## src/rtl/axil2native_adapter.sv

```systemverilog
// AXI4-Lite slave to native-bus master bridge.
// Each AXI channel has a one-entry buffer; a small FSM replays one buffered
// transaction at a time as a native request and then returns the B or R response.
// state   | meaning
// IDLE    | waiting for a complete write (AW+W) or a read (AR)
// WR_REQ  | native write request outstanding
// RD_REQ  | native read request outstanding
// WR_RESP | bvalid asserted, waiting for bready
// RD_RESP | rvalid asserted, waiting for rready
module axil2native_adapter #(
    parameter int DATA_WIDTH = 32,
    parameter int ADDR_WIDTH = 32,
    parameter int STRB_WIDTH = DATA_WIDTH / 8
) (
    input  logic                  clk,
    input  logic                  resetn,
    input  logic                  s_axi_awvalid,
    output logic                  s_axi_awready,
    input  logic [ADDR_WIDTH-1:0] s_axi_awaddr,
    input  logic [2:0]            s_axi_awprot,
    input  logic                  s_axi_wvalid,
    output logic                  s_axi_wready,
    input  logic [DATA_WIDTH-1:0] s_axi_wdata,
    input  logic [STRB_WIDTH-1:0] s_axi_wstrb,
    output logic                  s_axi_bvalid,
    input  logic                  s_axi_bready,
    output logic [1:0]            s_axi_bresp,
    input  logic                  s_axi_arvalid,
    output logic                  s_axi_arready,
    input  logic [ADDR_WIDTH-1:0] s_axi_araddr,
    input  logic [2:0]            s_axi_arprot,
    output logic                  s_axi_rvalid,
    input  logic                  s_axi_rready,
    output logic [DATA_WIDTH-1:0] s_axi_rdata,
    output logic [1:0]            s_axi_rresp,
    output logic                  native_valid,
    output logic                  native_instr,
    input  logic                  native_ready,
    output logic [ADDR_WIDTH-1:0] native_addr,
    output logic [DATA_WIDTH-1:0] native_wdata,
    output logic [STRB_WIDTH-1:0] native_wstrb,
    input  logic [DATA_WIDTH-1:0] native_rdata
);

    typedef enum logic [2:0] {
        IDLE    = 3'd0,
        WR_REQ  = 3'd1,
        RD_REQ  = 3'd2,
        WR_RESP = 3'd3,
        RD_RESP = 3'd4
    } state_t;

    state_t r_state;
    state_t w_next;

    logic                  r_aw_full;
    logic [ADDR_WIDTH-1:0] r_aw_addr;
    logic                  r_w_full;
    logic [DATA_WIDTH-1:0] r_w_data;
    logic [STRB_WIDTH-1:0] r_w_strb;
    logic                  r_ar_full;
    logic [ADDR_WIDTH-1:0] r_ar_addr;
    logic                  r_ar_instr;
    logic                  r_prio_write;
    logic                  r_native_valid;
    logic [ADDR_WIDTH-1:0] r_native_addr;
    logic [DATA_WIDTH-1:0] r_native_wdata;
    logic [STRB_WIDTH-1:0] r_native_wstrb;
    logic                  r_native_instr;
    logic [DATA_WIDTH-1:0] r_rdata;

    logic w_wr_pend;
    logic w_rd_pend;
    logic w_grant_wr;
    logic w_grant_rd;
    logic w_native_done;
    logic w_b_done;
    logic w_r_done;
    logic w_unused_prot;

    // Only the instruction bit of arprot carries meaning on the native side.
    assign w_unused_prot = ^{s_axi_awprot, s_axi_arprot[1:0]};

    assign s_axi_awready = resetn && !r_aw_full;
    assign s_axi_wready  = resetn && !r_w_full;
    assign s_axi_arready = resetn && !r_ar_full;

    assign w_wr_pend     = r_aw_full && r_w_full;
    assign w_rd_pend     = r_ar_full;
    // native_ready is only meaningful while our request is actually on the bus
    assign w_native_done = r_native_valid && native_ready;
    assign w_b_done      = (r_state == WR_RESP) && s_axi_bready;
    assign w_r_done      = (r_state == RD_RESP) && s_axi_rready;

    assign s_axi_bvalid  = (r_state == WR_RESP);
    assign s_axi_bresp   = 2'b00;
    assign s_axi_rvalid  = (r_state == RD_RESP);
    assign s_axi_rresp   = 2'b00;
    assign s_axi_rdata   = r_rdata;

    assign native_valid  = r_native_valid;
    assign native_addr   = r_native_addr;
    assign native_wdata  = r_native_wdata;
    assign native_wstrb  = r_native_wstrb;
    assign native_instr  = r_native_instr;

    // Channel buffers: a handshake fills the entry, response acceptance frees it.
    always_ff @(posedge clk) begin
        if (!resetn) begin
            r_aw_full  <= 1'b0;
            r_aw_addr  <= '0;
            r_w_full   <= 1'b0;
            r_w_data   <= '0;
            r_w_strb   <= '0;
            r_ar_full  <= 1'b0;
            r_ar_addr  <= '0;
            r_ar_instr <= 1'b0;
        end else begin
            if (s_axi_awvalid && s_axi_awready) begin
                r_aw_full <= 1'b1;
                r_aw_addr <= s_axi_awaddr;
            end else if (w_b_done) begin
                r_aw_full <= 1'b0;
            end
            if (s_axi_wvalid && s_axi_wready) begin
                r_w_full <= 1'b1;
                r_w_data <= s_axi_wdata;
                r_w_strb <= s_axi_wstrb;
            end else if (w_b_done) begin
                r_w_full <= 1'b0;
            end
            if (s_axi_arvalid && s_axi_arready) begin
                r_ar_full  <= 1'b1;
                r_ar_addr  <= s_axi_araddr;
                r_ar_instr <= s_axi_arprot[2];
            end else if (w_r_done) begin
                r_ar_full <= 1'b0;
            end
        end
    end

    // State register and round-robin priority between writes and reads.
    always_ff @(posedge clk) begin
        if (!resetn) begin
            r_state      <= IDLE;
            r_prio_write <= 1'b1;
        end else begin
            r_state <= w_next;
            if (w_grant_wr) begin
                r_prio_write <= 1'b0;
            end else if (w_grant_rd) begin
                r_prio_write <= 1'b1;
            end
        end
    end

    // Arbitration and next-state decode.
    always_comb begin
        w_next     = r_state;
        w_grant_wr = 1'b0;
        w_grant_rd = 1'b0;
        case (r_state)
            IDLE: begin
                if (w_wr_pend && (!w_rd_pend || r_prio_write)) begin
                    w_grant_wr = 1'b1;
                    // a write with no byte enables touches nothing; answer it directly
                    w_next     = (|r_w_strb) ? WR_REQ : WR_RESP;
                end else if (w_rd_pend) begin
                    w_grant_rd = 1'b1;
                    w_next     = RD_REQ;
                end
            end
            WR_REQ:  if (w_native_done) w_next = WR_RESP;
            RD_REQ:  if (w_native_done) w_next = RD_RESP;
            WR_RESP: if (s_axi_bready)  w_next = IDLE;
            RD_RESP: if (s_axi_rready)  w_next = IDLE;
            default: w_next = IDLE;
        endcase
    end

    // Native request: launched one cycle after entering a REQ state, held until ready.
    always_ff @(posedge clk) begin
        if (!resetn) begin
            r_native_valid <= 1'b0;
            r_native_addr  <= '0;
            r_native_wdata <= '0;
            r_native_wstrb <= '0;
            r_native_instr <= 1'b0;
        end else if (r_native_valid) begin
            if (native_ready) r_native_valid <= 1'b0;
        end else if (r_state == WR_REQ) begin
            r_native_valid <= 1'b1;
            r_native_addr  <= r_aw_addr;
            r_native_wdata <= r_w_data;
            r_native_wstrb <= r_w_strb;
            r_native_instr <= 1'b0;
        end else if (r_state == RD_REQ) begin
            r_native_valid <= 1'b1;
            r_native_addr  <= r_ar_addr;
            r_native_wstrb <= '0;
            r_native_instr <= r_ar_instr;
        end
    end

    // Read data capture; held stable for the whole R phase.
    always_ff @(posedge clk) begin
        if (!resetn) begin
            r_rdata <= '0;
        end else if ((r_state == RD_REQ) && w_native_done) begin
            r_rdata <= native_rdata;
        end
    end

endmodule

```

## config.mk

```make
export PLATFORM = sky130hd
export DESIGN_NAME = axil2native_adapter
export DESIGN_NICKNAME = d
export VERILOG_FILES = /design/src/rtl/axil2native_adapter.sv
export SDC_FILE = /design/constraint.sdc
export NUM_CORES = 1
export LEC_CHECK = 0
export ABC_AREA = 0
export BUFFER_PORTS_ARGS = -buffer_cell sky130_fd_sc_hd__buf_2
export CAP_MARGIN = 10
export CORE_AREA = 2 2 115 172
export DETAILED_ROUTE_END_ITERATION = 8
export DIE_AREA = 0 0 117 174
export GPL_TIMING_DRIVEN = 0
export PLACE_DENSITY = 0.64
export SKIP_CTS_REPAIR_TIMING = 1
export SLEW_MARGIN = 10
export SYNTH_ARGS = -nofsm -noshare
export SYNTH_HDL_FRONTEND = slang
export SYNTH_SLANG_ARGS = --single-unit
```

## constraint.sdc

```tcl
create_clock -name clk -period 1.7 [get_ports clk]
set_input_delay 0.085 -clock clk [delete_from_list [all_inputs] [get_ports clk]]
set_output_delay 0.085 -clock clk [all_outputs]
set_load 0.03 [all_outputs]
```

* Word-level counts from Yosys, hierarchy flattened
Cells that the tools add are included.
W data, S select, Z words.
** Storage, ports and cells
- Register bits after elaboration :: 210
- Input port bits :: 146
- Output and inout bits :: 111
- Logic and storage cells :: 82
** Operators by class
- Equal/unequal tests :: 9
- Multiplexer cells :: 30
- Bitwise gates (word level) :: 1
- Reductions and logical operators :: 26
** Operator list (count)
- $mux W32 :: 2
- $mux W1 :: 18
- $mux W3 :: 6
- $pmux W3 S5 :: 1
- $logic_and A1 B1 Y1 :: 12
- $reduce_bool A2 Y1 :: 5
- $mux W4 :: 2
- $eq A3 B2 Y1 const B :: 2
- $reduce_and A5 Y1 :: 1
- $ne A2 B1 Y1 const B :: 2
- $ne A2 B2 Y1 const B :: 2
- $reduce_and A2 Y1 :: 2
- $reduce_or A4 Y1 :: 1
- $eq A3 B1 Y1 const B :: 1
- $eq A3 B3 Y1 const B :: 1
- $logic_not A1 Y1 :: 3
- $logic_not A3 Y1 :: 1
- $ne A3 B3 Y1 const B :: 1
- $mux W2 :: 1
- $logic_or A1 B1 Y1 :: 1
- $not A1 Y1 :: 1

* Depth between registers and ports, before layout
Gate-level depths: netlist (run 1).
- Depth in word-level cells :: 7
- Gate-level depth with buffers :: 8
- Gate-level depth less buffers :: 4

* Worst setup path before layout (run 1)
No wires, ideal clock.
- Kind :: register to register
- Start :: reg r_state[2]
- End :: reg r_ar_full
- Arrival time :: 1459 ps
- Required time :: 1541 ps
- Setup slack :: 81 ps
- Cell stages (with the launch flop) :: 4
- Buffers on the path :: 1
- Clock period less this slack :: 1619 ps
- Cells stage by stage :: dfxtp_1 buf_2 nor3b_1 a31oi_1
** On the way
- Word-level cells in the longest chain between the ends :: 3
** RTL lines
- start: declaration :: line 53 : state_t r_state;
- start signal: assignment :: line 148 : r_state <= w_next;
- $eq A3 B3 Y1
- net s_axi_rvalid :: line 32 : output logic s_axi_rvalid,
- $logic_and A1 B1 Y1 :: line 93 : assign w_r_done = (r_state == RD_RESP) && s_axi_rready;
- $reduce_bool A2 Y1 (no line)
- end signal: assignment :: line 115 : r_ar_full <= 1'b0;
- end signal: assignment :: line 133 : r_ar_full <= 1'b1;
- end signal: assignment :: line 137 : r_ar_full <= 1'b0;
- end: declaration :: line 61 : logic r_ar_full;
The timed path passes the listed nets, and every way through them passes these cells.
A chain may end at the register's enable or synchronous reset.

* Worst setup path after layout (run 1)
- Start :: reg r_state[2]
- End :: out s_axi_rvalid
** On the way
- Word-level cells in the longest chain between the ends :: 1
** RTL lines
- $eq A3 B3 Y1 :: line 97 : assign s_axi_rvalid = (r_state == RD_RESP);
- end: declaration :: line 32
No other way between the ends.

==> results of run 1 <==
logic make-up (layout without fill, tap and decap cells):
logic type	count (synthesis)	count (layout)
DFF	210	210
xor gates and xnor gates	1	1
other	1	5
buffers and inverters	79	501
and+or+nand+nor	399	399
muxes	32	32
AOI/OAI and AO/OA	217	217
final timing paths:
path | startpoint | to | cells past startpoint
hold / removal | s_axi_arvalid | r_ar_addr[1]$_SDFFE_PN0P_ | 4
setup reg to reg | r_state[0]$_SDFFE_PN0P_ | native_wdata[7]$_SDFFE_PN0P_ | 8
setup / recovery | r_state[2]$_SDFFE_PN0P_ | s_axi_rvalid | 3
hold reg to reg | r_w_data[8]$_SDFFE_PN0P_ | native_wdata[8]$_SDFFE_PN0P_ | 2
cells in the mapped netlist (all sizes together), types with 2 or more instances:
cell    instances  area (µm²)
nand2         332        1250
dfxtp         210        4200
o21ai         103         515
a21oi          70         350
buf            45         287
nor2           43         161
a211oi         35         323
clkbuf         33         124
mux2i          32         320
nor2b           5        31.3
a22oi           4        30.0
and2            4        25.0
nor3b           3        27.5
a311oi          2        17.5
nand2b          2        12.5
nor3            2        15.0
critical path, cell delays in order (launching register included):
cell,delay (ps)
dfxtp_1,380
buf_2,220
nor3b_2,230
clkbuf_4,240
area by class of cell:
type,instances,area (µm²)
diodes,1,2.50
plain buffers,78,435
clock buffers,29,576
clock inverters,3,15.0
fillers,1753,7570
inverters,1,3.75
multi-input cells,653,3210
flip-flops and latches,210,4200
well taps,256,320
repair buffers,390,2670
power by group through the flow:
stage                     combinational (mW)  clock (mW)  sequential, mW
after floorplan                         1.95           0            6.37
after global routing                    4.32        4.48            5.78
after CTS                               3.61        4.28            5.71
after detailed placement                3.60           0            5.82
final                                   3.95        4.17            5.73
after global placement                  3.56           0            5.81
state kept, by name, summed over array words and instances, names as in the netlist, 3 cells and up:
| name | count |
|---|---|
| native_wstrb | 4 |
| r_ar_addr | 32 |
| r_w_strb | 4 |
| r_aw_addr | 32 |
| s_axi_rdata | 32 |
| r_w_data | 32 |
| r_state | 3 |
| native_addr | 32 |
| native_wdata | 32 |
layer usage:
| metal | up-vias | global-route usage (%) | wire, µm |
|---|---|---|---|
| met5 | - | 0 | 0 |
| met4 | 0 | 7.94 | 745 |
| li1 | 3911 | - | - |
| met3 | 55 | 3.14 | 1120 |
| met2 | 219 | 37.4 | 12500 |
| met1 | 3546 | 24.8 | 9460 |
==> impl_metrics.csv, run 1 <==
group,metric,value,unit
status,status,"finished clean",
floorplanning,top_level_ports,257,
setup_path,end_kind,"output pin",
final_layout,layoutNonFillerInstCount,1621,
logic_synthesis,synth_edf_count,0,
floorplanning,die_y,174,µm
pwr,irDropWorstVdd,1.04,mV
final_layout,area_growth,46.7,%
routing,first_pass_iters,4,
clock_tree,numCtsBuffers,20,
clock_tree,path_clk_slew,70,ps
floorplanning,die_area,0.0204,mm²
logic_synthesis,yosys_warnings,0,
pwr,clkPwrFrac,30.1,%
logic_synthesis,avgSynthCellArea,8.30,µm²
clock_tree,cts_root_buf,"clkbuf_16",
floorplanning,die_x,117,µm
place,portBuffers,246,
grt,grt_pass1_wl,34200,µm
logic_synthesis,ys_ff_latch,210,
final_layout,drive_above_1_share,25.3,%
place,hpwl,16300,µm
routing,wl,23800,µm
grt,grt_use_total,20.9,%
logic_synthesis,synthArstFlopShare,0,%
setup_path,cp-start-kind,"flop",
pwr,p_per_area,1210,mW/mm²
timing,tightest_slew,765,ps
final_layout,final_core_util,60.2,%
pwr,internal_power,9.32,mW
logic_synthesis,synth_compound_area_share,16.2,%
clock_tree,cts_buffer_depth,3,
timing,hold_ws,167,ps
pwr,power,13.8,mW
setup_path,crit_arrival,1560,ps
pwr,p_leak,4.79,nW
timing,post-route-min-period,1650,ps
floorplanning,start_util,41.0,%
final_layout,layout_common_cells,"nand2_1 (332), buf_2 (270), dfxtp_1 (210)",
grt,grt_max_degree,15,
floorplanning,rows,62,
final_layout,mostFrequentLayoutCell,"nand2_1",
place,place_congestion,0.808,
setup_path,worstSetupPathType,"flop to output pin",
place,placed_cells,1444,
logic_synthesis,synth-xor-area-share,0.112,%
timing,finalClockSkew,12.7,ps
floorplanning,fp.coreArea,0.0190,mm²
pwr,power_frac_comb,28.5,%
timing,maxSlewViolCount,0,
logic_synthesis,synth_top_family_by_area,"simple AND/OR/NAND/NOR gates",
logic_synthesis,yosysSeqAreaShare,53.9,%
setup_path,cp_max_fo,10,
setup_path,cp.required,1620,ps
timing,slew_headroom,49.0,%
routing,drc_errors,0,
routing,wl_per_cell,14.7,µm
logic_synthesis,synth.distinct_cells,35,
pwr,power_switching,4.53,mW
pwr,swShare,32.7,%
timing,finalWorstSetupSlack,53.6,ps
timing,hold_violations,0,
logic_synthesis,synthCells,939,
timing,fin_setup_tns,0,ps
place,place_ws,-5.83,ps
final_layout,final_area,0.0114,mm²
logic_synthesis,synth.area.mux_share,4.11,%
grt,grt_pass1_vias,6788,
logic_synthesis,synthesis.area,0.00779,mm²
clock_tree,worstSkewPairLatency,490,ps
logic_synthesis,ys.flop_type,"dfxtp_1",
final_layout,nNetsFinal,1500,
timing,period_share,96.8,%
run,maxCapViolCount,0,
logic_synthesis,yosys.area_share.simple,20.3,%
clock_tree,clock_sink_count,210,
timing,rsz0062_at_grt,"true",
logic_synthesis,synthAdderAreaFrac,0,%
routing,via_per_inst,4.77,
setup_path,regToRegSetupSlack,70,ps
place,dpl_cell_area,0.00936,mm²
routing,detail-route-antenna-nets,0,
worst_hold_path,min_path_type,"primary input to flop",
pwr,share_seq_of_total_power,41.3,%
routing,drt_iter0_drc,310,
grt,antenna_found_initial,1,
timing,setup_viol,0,
timing,max_freq,0.607,GHz
clock_tree,cts_max_level,1,
routing,routed-via-count,7731,
grt,grt_overflow,0,
clock_tree,cts_tree,"yes",
Power figures use the tool's default switching activity.
==> run 2, diff against run 1 <==
--- a/config.mk
+++ b/config.mk
@@ -9,10 +9,12 @@
 export BUFFER_PORTS_ARGS = -buffer_cell sky130_fd_sc_hd__buf_2
 export CAP_MARGIN = 10
 export CORE_AREA = 2 2 115 172
+export CTS_BUF_LIST = sky130_fd_sc_hd__clkbuf_8
 export DETAILED_ROUTE_END_ITERATION = 8
 export DIE_AREA = 0 0 117 174
 export GPL_TIMING_DRIVEN = 0
 export PLACE_DENSITY = 0.64
+export REMOVE_ABC_BUFFERS = 1
 export SKIP_CTS_REPAIR_TIMING = 1
 export SLEW_MARGIN = 10
 export SYNTH_ARGS = -nofsm -noshare
==> constraint.sdc (replaced) <==
create_clock -name clk -period 1.7 [get_ports clk]
set_input_delay 0.425 -clock clk [delete_from_list [all_inputs] [get_ports clk]]
set_output_delay 0.425 -clock clk [all_outputs]
set_load 0.03 [all_outputs]
==> impl_metrics.csv, run 2 (synthesis gave the netlist of run 1 again) <==
group,metric,value,unit
routing,drt_iter0_drc,364,
final_layout,area_growth,30.5,%
setup_path,slowest_delay,370,ps
setup_path,worstSetupPathType,"flop to output pin",
place,placed_cells,1381,
pwr,irDropWorstVdd,0.889,mV
timing,post-route-min-period,1700,ps
routing,routed-via-count,6883,
status,status,"finished clean",
timing,rsz0062_at_grt,"true",
final_layout,layout_common_cells,"nand2_1 (332), buf_2 (242), dfxtp_1 (206)",
pwr,p_leak,4.23,nW
place,place_congestion,0.810,
setup_path,cp.depth,2,
pwr,power,14.0,mW
setup_path,regToRegStartpoint,"r_state[2]$_SDFFE_PN0P_",
routing,detail-route-antenna-nets,0,
grt,grt_pass1_vias,6438,
final_layout,layoutNonFillerInstCount,1454,
place,hpwl,13100,µm
timing,fin_setup_tns,0,ps
setup_path,path_delay_family,"flip-flops",
pwr,p_per_area,1380,mW/mm²
clock_tree,path_clk_slew,70,ps
routing,wl,20500,µm
grt,grt_overflow,0,
final_layout,fillers,1834,
setup_path,path_cells,"nor3b_2, buf_4",
routing,drc_errors,0,
setup_path,regToRegEndpoint,"native_wdata[10]$_SDFFE_PN0P_",
final_layout,nNetsFinal,1319,
timing,setup_viol,0,
routing,first_pass_iters,4,
floorplanning,die_area,0.0204,mm²
timing,finalClockSkew,23.3,ps
routing,via_per_inst,4.73,
setup_path,reg2regPathDepth,6,
timing,hold_ws,112,ps
timing,period_share,100,%
routing,wl_per_cell,14.1,µm
floorplanning,die_y,174,µm
place,portBuffers,247,
clock_tree,cts_buffer_depth,3,
timing,hold_violations,0,
floorplanning,die_x,117,µm
clock_tree,clock_sink_count,210,
setup_path,cp_max_fo,6,
final_layout,mostFrequentLayoutCell,"nand2_1",
grt,grt_pass1_wl,31300,µm
setup_path,end_kind,"output pin",
clock_tree,numCtsBuffers,34,
setup_path,crit_end,"s_axi_rvalid",
clock_tree,cts_root_buf,"clkbuf_8",
setup_path,regToRegSetupSlack,90,ps
grt,antenna_found_initial,4,
timing,maxSlewViolCount,0,
grt,grt_use_total,18.9,%
floorplanning,top_level_ports,257,
setup_path,cp.required,1270,ps
setup_path,crit_start,"r_state[0]$_SDFFE_PN0P_",
clock_tree,worstSkewPairLatency,500,ps
setup_path,crit_arrival,1270,ps
clock_tree,cts_tree,"yes",
setup_path,cp-start-kind,"flop",
setup_path,worstPathBufferInverterCount,1,
worst_hold_path,min_path_type,"primary input to flop",
final_layout,drive_above_1_share,29.2,%
setup_path,crit_slowest_cell,"dfxtp_4",
grt,grt_max_degree,89,
clock_tree,cts_max_level,2,
run,maxCapViolCount,0,
timing,max_freq,0.588,GHz
floorplanning,start_util,41.0,%
floorplanning,rows,62,
floorplanning,fp.coreArea,0.0190,mm²
==> run 2: through the flow <==
stage	worst slack [ps]	util [%]	instance area, µm²
floorplan	-2370	-	7390
global placement	-4600	47.1	8950
detailed placement	-902	48.7	9250
CTS	-476	52.5	9970
global route	-66.8	53.5	10200
finish	0.721	53.5	10200
==> run 2: how the worst min path moves through the flow <==
stage | start | to | slack, ps | cells after the start
after global placement | r_w_data[1]$_SDFFE_PN0P_ | native_wdata[1]$_SDFFE_PN0P_ | 440 | 2
after detailed placement | s_axi_rdata[7]$_SDFFE_PN0P_ | s_axi_rdata[7]$_SDFFE_PN0P_ | 440 | 2
final | s_axi_araddr[9] | r_ar_addr[9]$_SDFFE_PN0P_ | 110 | 3
after global routing | s_axi_awaddr[19] | r_aw_addr[19]$_SDFFE_PN0P_ | 110 | 3
after CTS | s_axi_araddr[9] | r_ar_addr[9]$_SDFFE_PN0P_ | 80 | 3
after floorplan | r_w_data[0]$_SDFFE_PN0P_ | native_wdata[0]$_SDFFE_PN0P_ | 430 | 2
==> run 2: layer usage <==
metal	wire, µm	global-route usage, %
met5	15	0
met4	699	7.70
met3	1240	4.46
met2	10600	33.6
met1	7930	21.3
==> run 2: final cells by class <==
cell class	instances	area [µm²]	share of cell area (%)
antenna	3	7.51	0.0738
clock buffer	42	578	5.68
clock inverter	16	145	1.43
inverter	1	8.76	0.0861
multi-input combinational	653	3230	31.8
sequential	210	4220	41.5
tap	256	320	3.15
timing repair buffer	273	1660	16.4
==> run 2: worst reg2reg max path, cell delays in order, from the launching register on <==
cell and delay [ps]:
dfxtp_4 360, buf_4 140, nor3b_4 280, nor2b_4 290
buf_12 220, nand2_1 110, a21oi_2 120
==> run 2: where the power goes <==
| part | internal, mW | leakage [nW] | switching [mW] |
|---|---|---|---|
| registers | 5.45 | 1.72 | 0.284 |
| clock network | 2.68 | 0.406 | 1.94 |
| logic | 1.37 | 2.11 | 2.27 |
